$ cat config.mk
export PLATFORM = sky130hd
export DESIGN_NAME = full_adder_flat
export DESIGN_NICKNAME = d
export VERILOG_FILES = /design/src/rtl/full_adder_if.sv /design/src/rtl/full_adder.sv /design/src/flat_wrapper.sv
export SDC_FILE = /design/constraint.sdc
export NUM_CORES = 1
export LEC_CHECK = 0
export CAP_MARGIN = 20
export CORE_AREA = 2 2 39 41
export DETAILED_ROUTE_END_ITERATION = 8
export DIE_AREA = 0 0 41 43
export HOLD_SLACK_MARGIN = 0.15
export PLACE_DENSITY_LB_ADDON = 0.15
export SLEW_MARGIN = 20
export SYNTH_ARGS = -nofsm -noshare
export SYNTH_HDL_FRONTEND = slang
export SYNTH_SLANG_ARGS = --single-unit
$ cat constraint.sdc
create_clock -name clk -period 2.3 [get_ports clk]
set_input_delay 0.575 -clock clk [delete_from_list [all_inputs] [get_ports clk]]
set_output_delay 0.575 -clock clk [all_outputs]
set_load 0.05 [all_outputs]
$ cat src/rtl/full_adder_if.sv
// full_adder_if: operand/result bundle for full_adder; master drives operands, slave returns results.
interface full_adder_if #(
    parameter int WIDTH = 1,
    parameter int CNT_W = 8
);
    logic [WIDTH-1:0] A, B, Sum;
    logic Cin, in_valid, Cout, Ovf, out_valid;
    logic [CNT_W-1:0] carry_cnt;
    modport master (output A, B, Cin, in_valid, input Sum, Cout, Ovf, out_valid, carry_cnt);
    modport slave (input A, B, Cin, in_valid, output Sum, Cout, Ovf, out_valid, carry_cnt);
endinterface

$ cat src/rtl/full_adder.sv
// full_adder: registered WIDTH-bit ripple-carry adder with signed-overflow flag and saturating carry counter.
// Define FULL_ADDER_COMB_EN for a zero-latency combinational datapath; the counter stays clocked.
module full_adder #(
    parameter int WIDTH = 1,
    parameter int CNT_W = 8
) (
    input logic clk,
    input logic rst_n,
    full_adder_if.slave bus
);
    logic [WIDTH:0] c;
    logic [WIDTH-1:0] s;
    logic ovf;
    logic [CNT_W-1:0] cnt;
    assign c[0] = bus.Cin;
    for (genvar i = 0; i < WIDTH; i++) begin : g_bit
        assign s[i] = bus.A[i] ^ bus.B[i] ^ c[i];
        assign c[i+1] = (bus.A[i] & bus.B[i]) | (bus.A[i] & c[i]) | (bus.B[i] & c[i]);
    end
    assign ovf = (bus.A[WIDTH-1] == bus.B[WIDTH-1]) & (s[WIDTH-1] != bus.A[WIDTH-1]);
    always_ff @(posedge clk or negedge rst_n)
        if (!rst_n) cnt <= '0;
        else if (bus.in_valid && c[WIDTH] && !(&cnt)) cnt <= cnt + CNT_W'(1);
    assign bus.carry_cnt = cnt;
`ifdef FULL_ADDER_COMB_EN
    assign bus.Sum = s;
    assign bus.Cout = c[WIDTH];
    assign bus.Ovf = ovf;
    assign bus.out_valid = bus.in_valid;
`else
    logic [WIDTH-1:0] sum_q;
    logic cout_q, ovf_q, vld_q;
    always_ff @(posedge clk or negedge rst_n)
        if (!rst_n) begin
            sum_q <= '0;
            cout_q <= 1'b0;
            ovf_q <= 1'b0;
            vld_q <= 1'b0;
        end else begin
            vld_q <= bus.in_valid;
            if (bus.in_valid) begin
                sum_q <= s;
                cout_q <= c[WIDTH];
                ovf_q <= ovf;
            end
        end
    assign bus.Sum = sum_q;
    assign bus.Cout = cout_q;
    assign bus.Ovf = ovf_q;
    assign bus.out_valid = vld_q;
`endif
endmodule

$ cat src/flat_wrapper.sv
// flat-port wrapper written by rule: the top's interface ports become plain ports
module full_adder_flat 
#(
    parameter int WIDTH = 1,
    parameter int CNT_W = 8
)
  (clk, rst_n, bus_A, bus_B, bus_Cin, bus_in_valid, bus_Sum, bus_Cout, bus_Ovf, bus_out_valid, bus_carry_cnt);
  full_adder_if #(.WIDTH(WIDTH), .CNT_W(CNT_W)) bus_i ();
  input logic clk;
  input logic rst_n;
  input wire logic [$bits(bus_i.A)-1:0] bus_A;
  input wire logic [$bits(bus_i.B)-1:0] bus_B;
  input wire logic [$bits(bus_i.Cin)-1:0] bus_Cin;
  input wire logic [$bits(bus_i.in_valid)-1:0] bus_in_valid;
  output wire logic [$bits(bus_i.Sum)-1:0] bus_Sum;
  output wire logic [$bits(bus_i.Cout)-1:0] bus_Cout;
  output wire logic [$bits(bus_i.Ovf)-1:0] bus_Ovf;
  output wire logic [$bits(bus_i.out_valid)-1:0] bus_out_valid;
  output wire logic [$bits(bus_i.carry_cnt)-1:0] bus_carry_cnt;
  assign bus_i.A = bus_A;
  assign bus_i.B = bus_B;
  assign bus_i.Cin = bus_Cin;
  assign bus_i.in_valid = bus_in_valid;
  assign bus_Sum = bus_i.Sum;
  assign bus_Cout = bus_i.Cout;
  assign bus_Ovf = bus_i.Ovf;
  assign bus_out_valid = bus_i.out_valid;
  assign bus_carry_cnt = bus_i.carry_cnt;
  full_adder #(.WIDTH(WIDTH), .CNT_W(CNT_W)) u_core (.clk(clk), .rst_n(rst_n), .bus(bus_i));
endmodule
# ---- Yosys cells after proc, flatten, opt, wreduce, memory -nomap -nowiden
# Index checks and enable logic that the tools add are counted.
dict set report totals {
  regBits 12
  input_bits 6
  out_inout_bits 12
  word_cells 20
}
dict set report op_classes {
  add_sub_neg 1
  eq_ne 2
  bitwise 8
  n_reduce_logical 4
}
# operator count
set ops {}
lappend ops {{$add A8 B1 Y8 const B} 1}
lappend ops {{$reduce_and A8 Y1} 1}
lappend ops {{$and A1 B1 Y1} 4}
lappend ops {{$logic_and A1 B1 Y1} 2}
lappend ops {{$or A1 B1 Y1} 2}
lappend ops {{$xor A1 B1 Y1} 2}
lappend ops {{$eq A1 B1 Y1} 1}
lappend ops {{$logic_not A1 Y1} 1}
lappend ops {{$ne A1 B1 Y1} 1}

# ---- Logic depth before layout (Yosys ltp)
# Gate-level depths: netlist of the first run.
dict set report depth {
  depth_word 5
  depth_mapped 5
  mapped_depth_nobuf 5
}

# ---- Least setup slack after synthesis of the first run
# No wires, ideal clock.
dict set report synth_path {
  path_kind {reg2reg}
  from {register u_core.cnt[3] (netlist: u_core.bus.carry_cnt[3])}
  to {register u_core.cnt[1] (netlist: u_core.bus.carry_cnt[1])}
  setup_time_ns 0.125
  arrival_ns 1.565
  t_required_ns 2.175
  path_slack_ns 0.609
  path_stages_with_launch 5
  n_path_buf 0
  synth_period_minus_slack_ns 1.691
  cell_sequence {dfrtp_1 > and4_4 > nand4_4 > nand3_2 > mux2_4}
}
dict set report synth_between {
  elab_chain_cells 3
}
# element line_no
set synth_lines {}
lappend synth_lines {{start: declaration} full_adder.sv:14} ;# logic [CNT_W-1:0] cnt;
lappend synth_lines {{start signal: assignment} full_adder.sv:23} ;# else if (bus.in_valid && c[WIDTH] && !(&cnt)) cnt <= cnt + CNT_W'(1);
lappend synth_lines {{$reduce_and A8 Y1} full_adder.sv:23}
lappend synth_lines {{$logic_not A1 Y1} full_adder.sv:23}
lappend synth_lines {{$logic_and A1 B1 Y1} full_adder.sv:23}
# No other way between the ends.
# A chain may end at the register's enable or synchronous reset.

# ---- Worst setup path after layout of the first run
dict set report layout_path {
  from {register u_core.cnt[2] (netlist: u_core.bus.carry_cnt[2])}
  to {output port bus_carry_cnt[2]}
}
# element line_no
set layout_lines {}
lappend layout_lines {{end: declaration} flat_wrapper.sv:19} ;# output wire logic [$bits(bus_i.carry_cnt)-1:0] bus_carry_cnt;
# No word-level cell between the ends.

==> flow_summary.json, run 1 <==
{
  "vias_per_cell": 5.24,
  "synth_top_cell_area_share_pct": 52.3,
  "grt_antenna_before_repair": 0,
  "core_um2": 1380,
  "clock-sinks": 12,
  "maxSlewHeadroom_pct": 65.1,
  "start_util_pct": 41.5,
  "min_from": "u_core.bus.Ovf",
  "floorplan.die.width_um": 41,
  "tns_ns": 0,
  "worst_hold_path_type": "register to register",
  "yosysUniqueCellTypes": 18,
  "worst_slew_pin_slew_ns": 0.521,
  "power_per_cell_area_nw_per_um2": 1250,
  "cell_area_after_technology_mapping_um2": 574,
  "grtUsageMet2_pct": 20.3,
  "post_synth_main_area_contributors": "sky130_fd_sc_hd__dfrtp_1, sky130_fd_sc_hd__xnor2_1, sky130_fd_sc_hd__nand3_1",
  "final_max_slew_viol_count": 0,
  "fin_worst_skew_ns": 0.00246,
  "maxClockFrequency_ghz": 0.461,
  "cpMaxStageDelayCell": "sky130_fd_sc_hd__clkdlybuf4s50_1",
  "die-height_um": 43,
  "htree_levels": 1,
  "grt_start_max_net_pins": 13,
  "met1_grt_util_pct": 19.0,
  "die_area_um2": 1760,
  "synth_common_cells": "sky130_fd_sc_hd__dfrtp_1, sky130_fd_sc_hd__nand3_1, sky130_fd_sc_hd__xnor2_1, sky130_fd_sc_hd__nor2_1",
  "cts.repair_timing.setup_buffer_count": 0,
  "reg_to_reg_startpoint": "u_core.bus.carry_cnt[3]",
  "pre_cts_ws_ns": 0.0494,
  "dr.pass1.iters": 4,
  "cts-resized-gates": 0,
  "io_buffers": 17,
  "synth.largest_area_cell": "sky130_fd_sc_hd__dfrtp_1",
  "io_pins": 18,
  "gp_congestion": 0.691,
  "finalWorstSetupSlack_ns": 0.133,
  "crit_path_start": "u_core.bus.carry_cnt[2]",
  "syn2layout_area_growth_pct": 39.4,
  "grt_first_pass_wirelength_um": 1700,
  "detailed_route_wire_length_per_cell_um": 12.2,
  "startpoint_type": "register",
  "critical_path_peak_fanout": 6,
  "synth_seq_area_share_pct": 52.3,
  "hold_buffers": 0,
  "drc_marker_count_from_the_first_detailed_route_iteration": 3,
  "report.final.setup_viol": 0,
  "syn_avg_cell_area_um2": 12.2,
  "grt-busiest-layer": "met2",
  "layoutNonFillerInstCount": 84,
  "synth.most_common_cell": "sky130_fd_sc_hd__dfrtp_1",
  "layout-drive-gt1-share_pct": 14.7,
  "detail_route.drc_violations": 0,
  "design.final.nets": 78,
  "synth-edff-count": 0,
  "n_antenna_cell": 0,
  "worst_path_dominant_cell_family": "buffers and inverters",
  "crit_required_ns": 1.73,
  "number_of_max_capacitance_violations_reported": 0,
  "synth_seq_cells": 12,
  "postRouteWirelength_um": 1030,
  "worstPathCellList": "clkdlybuf4s50_1",
  "tritoncts_clock_tree": "built",
  "period_share_pct": 94.2,
  "number_of_global_route_vias_before_repair": 412,
  "clk_root_buffer_cell": "sky130_fd_sc_hd__clkbuf_4",
  "grt_setup_unrepaired": "false",
  "grt_overflow_total": 0,
  "detailroute.via_count": 440,
  "gr_util_met3_pct": 7.85,
  "syn_inst": 47,
  "detailed_place_hpwl_um": 781,
  "crit_path_category": "register to output pin",
  "critPathArrivalTime_ns": 1.59,
  "peakVddDrop_mv": 0.864,
  "clk-insertion-delay-late_ns": 0.27,
  "run_status": "complete, no violations",
  "tritoncts.num_buffers": 3,
  "critPathCaptureType": "output pin",
  "std_cell_rows": 14,
  "synthArstFlopShare_pct": 100,
  "totalPowerFinal_mw": 1.00,
  "clock_path_buffers": 2,
  "fillCellCount": 135,
  "yosys_most_used_dff": "sky130_fd_sc_hd__dfrtp_1",
  "mappedNetlistNets": 56,
  "hold_viol": 0,
  "post-route-util_pct": 57.9,
  "critPathBufInv": 1,
  "antenna_nets_post_route": 0,
  "clock_slew_seen_by_the_registers_of_the_worst_setup_and_hold_paths_ns": 0.08,
  "grt.total_usage_pct": 14.8,
  "post-place-cells": 80,
  "min_period_ns": 2.17,
  "static-leakage-power_nw": 0.337,
  "yosys_warning_count": 0,
  "cp_slowest_stage_delay_ns": 0.85
}
[worst paths after layout]
check / to / slack (ns) / cells after the start
setup / recovery: bus_carry_cnt[2] / 0.13 / 1
hold / removal: u_core.bus.Ovf / 0.52 / 1
setup reg to reg: u_core.bus.carry_cnt[1] / 0.91 / 4
hold reg to reg: u_core.bus.Ovf / 0.52 / 1
max in group asynchronous: u_core.bus.Sum / 1.31 / 1
min in group asynchronous: u_core.bus.carry_cnt[5] / 0.64 / 1
[sequential cells by signal, summed over array words and instances (netlist names)]
signal	count
u_core.bus.carry_cnt	8
u_core.bus.Cout	1
u_core.bus.Ovf	1
u_core.bus.Sum	1
u_core.bus.out_valid	1
[report_power, final]
part	total [mW]	internal, mW	leakage (nW)	switching (mW)
sequential	0.352	0.273	0.150	0.0794
clock	0.166	0.0962	0.0210	0.0700
combinational	0.483	0.180	0.167	0.303
[logic make-up (layout without fill, tap and decap cells)]
family / Yosys count / in the layout / share of synthesized area, %
AND/OR/NAND/NOR: 17 / 17 / 18.7
flip-flops: 12 / 12 / 52.3
XOR/XNOR: 6 / 6 / 9.15
AO/OA/AOI/OAI: 4 / 4 / 4.14
adder cells (fa/ha/maj): 3 / 3 / 7.84
multiplexers: 3 / 3 / 6.53
buffers and inverters: 2 / 23 / 1.31
[layout by cell type (no fill, tap or decap), drive strengths merged]
cell type      count
a21oi              1
a31oi              1
and4               1
clkbuf             4
clkdlybuf4s50     17
dfrtp             12
fa                 1
ha                 2
inv                2
mux2               3
nand2              2
nand3              7
nand4              3
nor2               4
o21a               1
o21ai              1
xnor2              6
[per-layer routing]
layer / up-vias / wire length, um
li1: 207 / -
met1: 214 / 457
met2: 17 / 493
met3: 2 / 71
met4: 0 / 5
met5: - / 0
[metrics by stage]
step	cell area (um^2)	hold slack [ns]
finish	801	0.515
global placement	764	0.491
global route	801	0.546
floorplan	574	0.279
detailed placement	764	0.503
CTS	801	0.521
[final cells by class]
type	instances	area (um^2)	area share [%]
Multi-Input combinational cell	33	267	33.3
Tap cell	16	20.0	2.50
Timing Repair Buffer	17	170	21.2
Inverter	2	7.51	0.938
Clock buffer	4	36.3	4.53
Sequential cell	12	300	37.5
No activity file was read; power rests on OpenSTA's default activity.
==> run 2, diff against run 1 <==
--- a/config.mk
+++ b/config.mk
@@ -10,7 +10,7 @@
 export DETAILED_ROUTE_END_ITERATION = 8
 export DIE_AREA = 0 0 41 43
 export HOLD_SLACK_MARGIN = 0.15
-export PLACE_DENSITY_LB_ADDON = 0.15
+export PLACE_DENSITY = 0.76
 export SLEW_MARGIN = 20
 export SYNTH_ARGS = -nofsm -noshare
 export SYNTH_HDL_FRONTEND = slang
==> flow_summary.json, run 2 (synthesis gave the netlist of run 1 again) <==
{
  "grt_antenna_before_repair": 0,
  "peakVddDrop_mv": 0.568,
  "pre_cts_ws_ns": 0.0515,
  "hold_viol": 0,
  "min_period_ns": 2.18,
  "internal_power_mw": 0.550,
  "number_of_max_capacitance_violations_reported": 0,
  "switching_share_pct": 45.5,
  "floorplan.die.width_um": 41,
  "io_buffers": 17,
  "layout_commonest_cell": "sky130_fd_sc_hd__clkdlybuf4s50_1",
  "maxSlewHeadroom_pct": 65.1,
  "grt_setup_unrepaired": "false",
  "worst_path_dominant_cell_family": "buffers and inverters",
  "critPathCaptureType": "output pin",
  "crit_required_ns": 1.73,
  "dr.pass1.iters": 7,
  "detailed_route_wire_length_per_cell_um": 13.3,
  "core_um2": 1380,
  "worstPathCellList": "clkdlybuf4s50_1",
  "io_pins": 18,
  "clk-insertion-delay-late_ns": 0.27,
  "power_per_cell_area_nw_per_um2": 1260,
  "number_of_flip_flops_under_the_largest_register_name": 8,
  "grt.total_usage_pct": 16.4,
  "drc_marker_count_from_the_first_detailed_route_iteration": 9,
  "hold_buffers": 0,
  "die-height_um": 43,
  "syn2layout_area_growth_pct": 39.4,
  "crit_path_category": "register to output pin",
  "clk_root_buffer_cell": "sky130_fd_sc_hd__clkbuf_4",
  "grt_start_max_net_pins": 13,
  "cpMaxStageDelayCell": "sky130_fd_sc_hd__clkdlybuf4s50_1",
  "cts-resized-gates": 0,
  "combinationalPowerShare_pct": 48.3,
  "detail_route.drc_violations": 0,
  "final_max_slew_viol_count": 0,
  "finalWorstSetupSlack_ns": 0.122,
  "detailed_place_hpwl_um": 861,
  "tns_ns": 0,
  "tritoncts.num_buffers": 3,
  "clock_slew_seen_by_the_registers_of_the_worst_setup_and_hold_paths_ns": 0.07,
  "static-leakage-power_nw": 0.337,
  "report.final.setup_viol": 0,
  "period_share_pct": 94.7,
  "fin_worst_skew_ns": 0.000496,
  "number_of_global_route_vias_before_repair": 438,
  "netSwitchingPower_mw": 0.459,
  "seq_power_share_pct": 35.5,
  "maxClockFrequency_ghz": 0.459,
  "n_antenna_cell": 0,
  "antenna_nets_post_route": 0,
  "clock-sinks": 12,
  "cts.repair_timing.setup_buffer_count": 0,
  "die_area_um2": 1760,
  "start_util_pct": 41.5,
  "gp_congestion": 0.818,
  "detailroute.via_count": 438,
  "critPathArrivalTime_ns": 1.60,
  "clock_path_buffers": 2,
  "htree_levels": 1,
  "mostFrequentLayoutCells": "sky130_fd_sc_hd__clkdlybuf4s50_1, sky130_fd_sc_hd__dfrtp_1, sky130_fd_sc_hd__nand3_1, sky130_fd_sc_hd__xnor2_1, sky130_fd_sc_hd__nor2_1",
  "layout-drive-gt1-share_pct": 14.7,
  "design.final.nets": 78,
  "critPathBufInv": 1,
  "critical_path_peak_fanout": 6,
  "share_of_total_power_in_the_clock_network_pct": 16.3,
  "fillCellCount": 126,
  "startpoint_type": "register",
  "postRouteWirelength_um": 1110,
  "grt_overflow_total": 0,
  "worst_slew_pin_slew_ns": 0.522,
  "std_cell_rows": 14,
  "grt_first_pass_wirelength_um": 1860,
  "cp_slowest_stage_delay_ns": 0.85,
  "run_status": "complete, no violations",
  "worst_hold_path_type": "register to register",
  "vias_per_cell": 5.21,
  "layout.area.seq_um2": 300,
  "tritoncts_clock_tree": "built",
  "multi_input_area_um2": 267
}
## run 2: cell counts in the layout (fill, tap and decap cells not counted)
Identical to the previous run, type by type.
## run 2: layer usage
layer,GRT usage (%),share of wire (%),wire (um),up-vias
li1,-,-,-,210
met1,15.5,39,429,214
met2,27.5,56,623,12
met3,6.28,4.1,46,2
met4,10.0,1.3,14,0
met5,0,0,0,-
## run 2: metrics by stage
stage                     power (mW)  utilization, %  cell area, um^2  hold slack, ns  instances
final                           1.01            57.9              801           0.530         84
after global routing            1.06            57.9              801           0.554         84
after CTS                       1.02            57.9              801           0.530         84
after detailed placement       0.846            55.2              764           0.510         80
after global placement         0.835            55.2              764           0.503         80
after floorplan                0.673               -              574           0.279         47
## run 2: layout make-up
class                   count  share of cell area [%]
multi-input cells          33                    33.3
inverters                   2                   0.938
well taps                  16                    2.50
clock buffers               4                    4.53
repair buffers             17                    21.2
flip-flops and latches     12                    37.5
## run 2: final timing paths
check,from,endpoint,slack [ns],depth (start not counted)
max,u_core.bus.carry_cnt[2],bus_carry_cnt[2],0.12,1
min,u_core.bus.Sum,u_core.bus.Sum,0.53,1
max reg2reg,u_core.bus.carry_cnt[3],u_core.bus.carry_cnt[1],0.89,4
min reg2reg,u_core.bus.Sum,u_core.bus.Sum,0.53,1
max in group asynchronous,rst_n,u_core.bus.carry_cnt[0],1.31,1
min in group asynchronous,rst_n,u_core.bus.carry_cnt[6],0.65,1
## run 2: power groups by stage
stage               combinational (mW)  sequential (mW)  clock (mW)
global route                     0.510            0.367       0.183
global placement                 0.481            0.353           0
CTS                              0.490            0.357       0.169
floorplan                        0.110            0.563           0
detailed placement               0.486            0.360           0
finish                           0.487            0.358       0.164
==> run 3, diff against run 2 <==
--- a/config.mk
+++ b/config.mk
@@ -9,7 +9,7 @@
 export CORE_AREA = 2 2 39 41
 export DETAILED_ROUTE_END_ITERATION = 8
 export DIE_AREA = 0 0 41 43
-export HOLD_SLACK_MARGIN = 0.15
+export HOLD_SLACK_MARGIN = 0.05
 export PLACE_DENSITY = 0.76
 export SLEW_MARGIN = 20
 export SYNTH_ARGS = -nofsm -noshare
==> results of run 3 <==
Same layout as run 2: the final DEF is identical, and so are final timing and power.
